## config.mk

```make
export PLATFORM = sky130hd
export DESIGN_NAME = alu_seq_ctrl
export DESIGN_NICKNAME = d
export VERILOG_FILES = /design/src/rtl/alu_seq_ctrl.sv
export SDC_FILE = /design/constraint.sdc
export NUM_CORES = 1
export LEC_CHECK = 0
export ABC_AREA = 1
export CAP_MARGIN = 20
export CORE_MARGIN = 2
export CORE_UTILIZATION = 45
export DETAILED_ROUTE_END_ITERATION = 16
export PLACE_DENSITY = 0.72
export SLEW_MARGIN = 5
export SYNTH_ARGS = -nofsm -noshare
export SYNTH_HDL_FRONTEND = slang
export SYNTH_SLANG_ARGS = --single-unit
export TNS_END_PERCENT = 100
```

## constraint.sdc

```tcl
create_clock -name clk -period 12.03 [get_ports clk]
set_clock_uncertainty 0.1 [all_clocks]
set_input_delay 2.406 -clock clk [delete_from_list [all_inputs] [get_ports clk]]
set_output_delay 2.406 -clock clk [all_outputs]
set_load 0.02 [all_outputs]
```

## src/rtl/alu_seq_ctrl.sv

```systemverilog
// alu_seq_ctrl -- sequences one ALU operation at a time against an external ALU.
// A request reads its operands from a small register file. The controller drives
// the external ALU for one cycle. It captures the ALU result and writes it back
// to the register file. It then holds the response until the consumer accepts it.
//
// Ports
//   clk, rst                 clock, synchronous active-high reset
//   req_valid / req_ready    request handshake
//   req_op                   ALU opcode (0..12 legal, 13..15 illegal)
//   req_rd/rs1/rs2           destination / source register indices
//   req_imm_en, req_imm      select the immediate as operand B
//   resp_valid / resp_ready  response handshake
//   resp_data, resp_over, resp_under, resp_err   captured result and flags
//   alu_a, alu_b, alu_sel    operands and opcode driven to the external ALU
//   alu_out, alu_over, alu_under                 result returned by the ALU
//   clr_flags                clears the sticky overflow/underflow flags
//   ovf_sticky, unf_sticky   sticky flags
//   ops_done                 saturating count of response handshakes
//   dbg_addr, dbg_data       combinational register-file read port
module alu_seq_ctrl #(
   parameter int ADDR_W = 3,
   parameter int CNT_W  = 16
) (
   input  logic              clk,
   input  logic              rst,
   input  logic              req_valid,
   output logic              req_ready,
   input  logic [3:0]        req_op,
   input  logic [ADDR_W-1:0] req_rd,
   input  logic [ADDR_W-1:0] req_rs1,
   input  logic [ADDR_W-1:0] req_rs2,
   input  logic              req_imm_en,
   input  logic [31:0]       req_imm,
   output logic              resp_valid,
   input  logic              resp_ready,
   output logic [31:0]       resp_data,
   output logic              resp_over,
   output logic              resp_under,
   output logic              resp_err,
   output logic [31:0]       alu_a,
   output logic [31:0]       alu_b,
   output logic [3:0]        alu_sel,
   input  logic [31:0]       alu_out,
   input  logic              alu_over,
   input  logic              alu_under,
   input  logic              clr_flags,
   output logic              ovf_sticky,
   output logic              unf_sticky,
   output logic [CNT_W-1:0]  ops_done,
   input  logic [ADDR_W-1:0] dbg_addr,
   output logic [31:0]       dbg_data
);

   // Opcode map: ADD SUB MUL AND OR XOR NOT EQ NEQ LT LTE GT GTE occupy 0..12.
   localparam logic [3:0] OP_LAST = 4'd12;
   localparam int         NREG    = 2 ** ADDR_W;

   typedef enum logic [1:0] {
      IDLE = 2'd0,
      EXEC = 2'd1,
      RESP = 2'd2
   } state_t;

   state_t              state_q, state_d;
   logic [31:0]         a_q, a_d, b_q, b_d;
   logic [3:0]          op_q, op_d;
   logic [ADDR_W-1:0]   rd_q, rd_d;
   logic [31:0]         resp_data_q, resp_data_d;
   logic                resp_over_q, resp_over_d;
   logic                resp_under_q, resp_under_d;
   logic                resp_err_q, resp_err_d;
   logic                resp_valid_q, resp_valid_d;
   logic                req_ready_q, req_ready_d;
   logic                ovf_q, ovf_d, unf_q, unf_d;
   logic [CNT_W-1:0]    ops_q, ops_d;
   logic [31:0]         rf_q [NREG];
   logic                wr_en_s;
   logic                legal_s;

   assign legal_s = (op_q <= OP_LAST);

   // Next-state, operand latch, capture and counter logic.
   always_comb begin
      state_d      = state_q;
      a_d          = a_q;
      b_d          = b_q;
      op_d         = op_q;
      rd_d         = rd_q;
      resp_data_d  = resp_data_q;
      resp_over_d  = resp_over_q;
      resp_under_d = resp_under_q;
      resp_err_d   = resp_err_q;
      resp_valid_d = resp_valid_q;
      req_ready_d  = req_ready_q;
      ops_d        = ops_q;
      wr_en_s      = 1'b0;
      case (state_q)
         IDLE: begin
            if (req_valid && req_ready_q) begin
               a_d         = rf_q[req_rs1];
               b_d         = req_imm_en ? req_imm : rf_q[req_rs2];
               op_d        = req_op;
               rd_d        = req_rd;
               req_ready_d = 1'b0;
               state_d     = EXEC;
            end else begin
               state_d = IDLE;
            end
         end
         EXEC: begin
            // Illegal opcodes report an error with a cleared result and no writeback.
            if (legal_s) begin
               resp_data_d  = alu_out;
               resp_over_d  = alu_over;
               resp_under_d = alu_under;
               resp_err_d   = 1'b0;
               wr_en_s      = 1'b1;
            end else begin
               resp_data_d  = 32'd0;
               resp_over_d  = 1'b0;
               resp_under_d = 1'b0;
               resp_err_d   = 1'b1;
            end
            resp_valid_d = 1'b1;
            state_d      = RESP;
         end
         RESP: begin
            if (resp_ready) begin
               resp_valid_d = 1'b0;
               req_ready_d  = 1'b1;
               state_d      = IDLE;
               if (ops_q != {CNT_W{1'b1}}) begin
                  ops_d = ops_q + {{(CNT_W-1){1'b0}}, 1'b1};
               end else begin
                  ops_d = ops_q;
               end
            end else begin
               state_d = RESP;
            end
         end
         default: begin
            resp_valid_d = 1'b0;
            req_ready_d  = 1'b1;
            state_d      = IDLE;
         end
      endcase
   end

   // Sticky flags: a capture that sets a flag wins over a coincident clear.
   always_comb begin
      ovf_d = ovf_q;
      unf_d = unf_q;
      if ((state_q == EXEC) && legal_s && alu_over) begin
         ovf_d = 1'b1;
      end else if (clr_flags) begin
         ovf_d = 1'b0;
      end else begin
         ovf_d = ovf_q;
      end
      if ((state_q == EXEC) && legal_s && alu_under) begin
         unf_d = 1'b1;
      end else if (clr_flags) begin
         unf_d = 1'b0;
      end else begin
         unf_d = unf_q;
      end
   end

   // Control and datapath registers.
   always_ff @(posedge clk) begin
      if (rst) begin
         state_q      <= IDLE;
         a_q          <= 32'd0;
         b_q          <= 32'd0;
         op_q         <= 4'd0;
         rd_q         <= {ADDR_W{1'b0}};
         resp_data_q  <= 32'd0;
         resp_over_q  <= 1'b0;
         resp_under_q <= 1'b0;
         resp_err_q   <= 1'b0;
         resp_valid_q <= 1'b0;
         req_ready_q  <= 1'b1;
         ovf_q        <= 1'b0;
         unf_q        <= 1'b0;
         ops_q        <= {CNT_W{1'b0}};
      end else begin
         state_q      <= state_d;
         a_q          <= a_d;
         b_q          <= b_d;
         op_q         <= op_d;
         rd_q         <= rd_d;
         resp_data_q  <= resp_data_d;
         resp_over_q  <= resp_over_d;
         resp_under_q <= resp_under_d;
         resp_err_q   <= resp_err_d;
         resp_valid_q <= resp_valid_d;
         req_ready_q  <= req_ready_d;
         ovf_q        <= ovf_d;
         unf_q        <= unf_d;
         ops_q        <= ops_d;
      end
   end

   // Register file; the write lands before the next accept can read it.
   always_ff @(posedge clk) begin
      if (rst) begin
         for (int i = 0; i < NREG; i++) begin
            rf_q[i] <= 32'd0;
         end
      end else if (wr_en_s) begin
         rf_q[rd_q] <= alu_out;
      end else begin
         rf_q[rd_q] <= rf_q[rd_q];
      end
   end

   assign req_ready  = req_ready_q;
   assign resp_valid = resp_valid_q;
   assign resp_data  = resp_data_q;
   assign resp_over  = resp_over_q;
   assign resp_under = resp_under_q;
   assign resp_err   = resp_err_q;
   assign alu_a      = a_q;
   assign alu_b      = b_q;
   assign alu_sel    = op_q;
   assign ovf_sticky = ovf_q;
   assign unf_sticky = unf_q;
   assign ops_done   = ops_q;
   assign dbg_data   = rf_q[dbg_addr];

endmodule

```

# Word level (Yosys, flattened, before mapping)
# Memory sizes are Yosys's and may differ from the RTL's. A register that Yosys moved wholly into a read port is not among the register bits.
# Cells that the tools add are included.
# op_classes
magnitude_cmp	1
n_reduce_logical	13
add_sub_neg	1
bitwise_logic	3
eq_ne	6
muxes	30
# op_table
op	count
$mux W32	4
$reduce_or A32 Y1	1
$mux W1	21
$add A16 B1 Y16 const B	1
$ne A16 B16 Y1 const B	1
$pmux W1 S3	2
$pmux W2 S3	1
$reduce_and A2 Y1	3
$reduce_and A3 Y1	2
$le A4 B4 Y1 const B	1
$logic_and A1 B1 Y1	4
$ne A2 B2 Y1 const B	2
$reduce_bool A2 Y1	2
$mux W3	1
$eq A2 B1 Y1 const B	1
$eq A2 B2 Y1 const B	1
$logic_not A2 Y1	1
$mux W2	1
$not A1 Y1	2
$ne A0 B0 Y1	1
$or A1 B1 Y1	1
# word_totals
output_inout_bits	155
ramBits	256
memories	1
elab_cells	68
in_bits	88
ff_bits	96
# mem_list
name	depth	width	read_ports	rd_ports_with_merged_regs	wr	line	rtl
rf_q	8	32	3	1	8	76	logic [31:0] rf_q [NREG];

# Longest topological paths before layout
# depth
ltp_word	10
mapped_depth	10
depth_no_buf	10

# Worst setup path before layout
# OpenSTA, ideal clock, no wires.
# synth_timing
path_kind	in2out
startpoint	input dbg_addr[0]
endpoint	output dbg_data[27]
stages	8
t_required_ns	9.524
t_arrival_ns	3.576
path_buffers	3
path_slack_ns	5.948
cell_sequence	buf_2 inv_1 buf_2 buf_4 nor2_1 o21ai_0 nor2_1 a31oi_1
# synth_between
elab_chain_cells	1
# synth_rtl
element	line	rtl
from (decl)	50	input logic [ADDR_W-1:0] dbg_addr,
$mem_v2 Z8 W32	--	
to (decl)	51	output logic [31:0] dbg_data
# Every way passes these cells.

# Worst setup path in the final report
# layout_timing
startpoint	input dbg_addr[2]
endpoint	output dbg_data[20]
# The elaborated chain is that of the path after synthesis.

==> impl_metrics.json <==
{
  "gp_congestion": 0.877,
  "start_util_pct": 45.7,
  "cp.arrival_ns": 5.40,
  "layout_min_cycle_time_ns": 7.91,
  "antenna_left": 0,
  "synth_area_leader_cell": "edfxtp_1",
  "cp_top_family": "buffers and inverters",
  "fin_crit_sh_pct": 65.7,
  "synth_top_area_share_pct": 37.0,
  "grt_pass1_wl_microns": 112000,
  "leakage_nw": 8.93,
  "hpwl_microns": 43100,
  "ys_seq_area_share_pct": 49.3,
  "yosys-top-cells-area": "edfxtp_1 37%, dfxtp_1 12%, o21ai_0 9.0%, nand2_1 7.6%, a21oi_1 7.5%",
  "crit_buf_inv": 5,
  "peakVddDrop_uv": 80.2,
  "track_usage_pct": 30.3,
  "drt_iter0_markers": 3116,
  "drc": 0,
  "die_h_microns": 219,
  "htree_levels": 2,
  "portBuffers": 242,
  "ctsResizeCount": 0,
  "slowest_stage": "inv_1",
  "cp_cell_sequence": "clkdlybuf4s50_1 -> buf_4 -> inv_1 -> buf_4 -> nor2_1 -> a31oi_1 -> clkdlybuf4s50_1",
  "hold_buffers": 0,
  "critical_path_required_ns": 9.52,
  "post_cts_buffers": 0,
  "slew-limit-headroom_pct": 21.3,
  "tritoncts": "built",
  "numCtsBuffers": 44,
  "fin_nets": 2834,
  "hp-class": "reg2reg",
  "ys_seq_elements": 384,
  "p_comb_share_pct": 18.8,
  "synth_area_sq_um": 20800,
  "viasPerCell": 6.21,
  "finalHoldViolCount": 0,
  "drive_gt1_share_pct": 5.04,
  "setup_viol": 0,
  "crit_path_max_fanout": 28,
  "internal_power_mw": 2.43,
  "grt_max_degree": 171,
  "worstSetupPathType": "in2out",
  "rsz0062_at_grt": "no",
  "start_kind": "primary input",
  "multiInputGateArea_sq_um": 8820,
  "worstMarginPinSlew_ns": 1.18,
  "drv_cap": 0,
  "max_freq_mhz": 126,
  "core_area_sq_um": 45500,
  "yosys_warnings": 0,
  "critPathMaxStageDelay_ns": 0.77,
  "syn_to_final_growth_pct": 18.6,
  "row_count": 78,
  "wl_per_cell_microns": 22.1,
  "pwr_density_cell_nw_per_um2": 141,
  "root_buffer": "clkbuf_16",
  "switching_power_mw": 1.04,
  "via_count": 21000,
  "switching_share_pct": 29.9,
  "cp-end-kind": "output pin",
  "avgSynthCellArea_sq_um": 7.84,
  "clock_path_buffers": 3,
  "place_ws_ns": 4.24,
  "antenna_found_initial": 0,
  "synthDistinctLibCells": 31,
  "overflow": 0,
  "fillerInstances": 4185,
  "clock_power_share_pct": 37.0,
  "drv_slew": 0,
  "syn_inst": 2654,
  "fp.dieW_microns": 219,
  "seqPwrFrac_pct": 44.1,
  "clk_latency_ns": 0.58,
  "die_area_sq_um": 48000,
  "fin_setup_tns_ns": 0,
  "diodes": 0,
  "run_status": "finished, final reports clean",
  "io_pins": 243,
  "clock_sink_count": 384,
  "synth_fp_nets": 2743,
  "grt_pass1_vias": 19000,
  "clk_pin_slew_ns": 0.06,
  "wl_microns": 74800,
  "ff_latch_area_sq_um": 10200,
  "drt_first_pass_iters": 8,
  "fin_ws_ns": 4.12
}
## worst register-to-register path, delay by kind of cell (launching register included)
family | cells | cell delay (ns)
buf+inv | 2 | 1.80
flops | 1 | 0.44
simple gates | 4 | 0.61
## metrics by stage
step                      total power [mW]  utilization [%]  hold WS [ns]  area, sq um  instances
after floorplan                       1.91                -         0.401        20800       2654
after global placement                2.18             51.0         0.356        23200       3295
after detailed placement              2.19             51.1         0.366        23200       3296
after CTS                             3.46             54.1         0.376        24600       3376
after global routing                  3.58             54.2         0.391        24700       3379
final                                 3.47             54.2         0.372        24700       3379
## power groups by stage
stage / Clock (mW) / Combinational, mW / Sequential (mW)
2_1_floorplan: 0 / 0.317 / 1.60
3_3_place_gp: 0 / 0.622 / 1.55
3_5_place_dp: 0 / 0.633 / 1.56
4_1_cts: 1.30 / 0.636 / 1.53
5_1_grt: 1.35 / 0.696 / 1.54
6_report: 1.28 / 0.654 / 1.53
## synth_stat cells
cell      count
clkbuf_1    103
or2_2         7
buf_1        25
a21oi_1     313
nand3_2       1
nand3b_1      1
nor2_2        2
xor2_1        1
dfxtp_1     128
buf_2        95
o211ai_1     58
o21ai_0     375
inv_2         3
nand2_2       1
clkinv_1     34
nor2_4        3
nand3_1     242
o211a_1       1
o21ai_1      42
buf_4         8
buf_6         1
a31oi_1      32
xnor2_1       3
inv_1       161
nor2_1      135
ha_1          1
o21ai_2       1
edfxtp_1    256
nand4_1       6
nand2_1     421
nor3_1      194
## per-layer routing
metal  track usage [%]  wire length (microns)
met5                 0                      0
met4              10.5                   2210
met3              7.94                  10300
met2              45.3                  32500
met1              42.5                  29700
## sequential cells by signal, summed over array words and instances, names as in the netlist, 2 cells and up
register   flops
ops_done      16
alu_b         32
alu_a         32
rf_q         256
rd_q           3
alu_sel        4
state_q        2
resp_data     32
## logic make-up after synthesis
| logic type | Yosys count | synth area share, % |
|---|---|---|
| AO/OA/AOI/OAI | 822 | 20.7 |
| XOR/XNOR | 4 | 0.168 |
| adder cells (fa/ha/maj) | 1 | 0.0602 |
| buffers and inverters | 430 | 8.51 |
| flip-flops | 384 | 49.3 |
| AND/OR/NAND/NOR | 1013 | 21.3 |
## placed cells by master, fill, tap and decap left out, drive strengths merged, types with 55 or more instances in the layout
| cell | n |
|---|---|
| o21ai | 418 |
| nor3 | 194 |
| inv | 164 |
| edfxtp | 256 |
| a21oi | 313 |
| nand3 | 243 |
| clkbuf | 57 |
| dfxtp | 128 |
| clkinv | 55 |
| o211ai | 58 |
| nand2 | 422 |
| clkdlybuf4s50 | 235 |
| nor2 | 140 |
## cell type report
type | instances | area share [%]
flip-flops and latches | 384 | 41.6
multi-input cells | 1840 | 35.8
well taps | 600 | 3.04
inverters | 198 | 3.04
clock inverters | 23 | 0.548
clock buffers | 57 | 4.97
repair buffers | 277 | 11.0
## worst paths after layout
check,from,endpoint,slack [ns],cells past startpoint
hold / removal,resp_over,resp_over,0.37,2
setup / recovery,dbg_addr[2],dbg_data[20],4.12,7
hold reg to reg,resp_over,resp_over,0.37,2
setup reg to reg,state_q[1],rf_q[4][13],8.78,6
(Power assumes the default switching activity.)
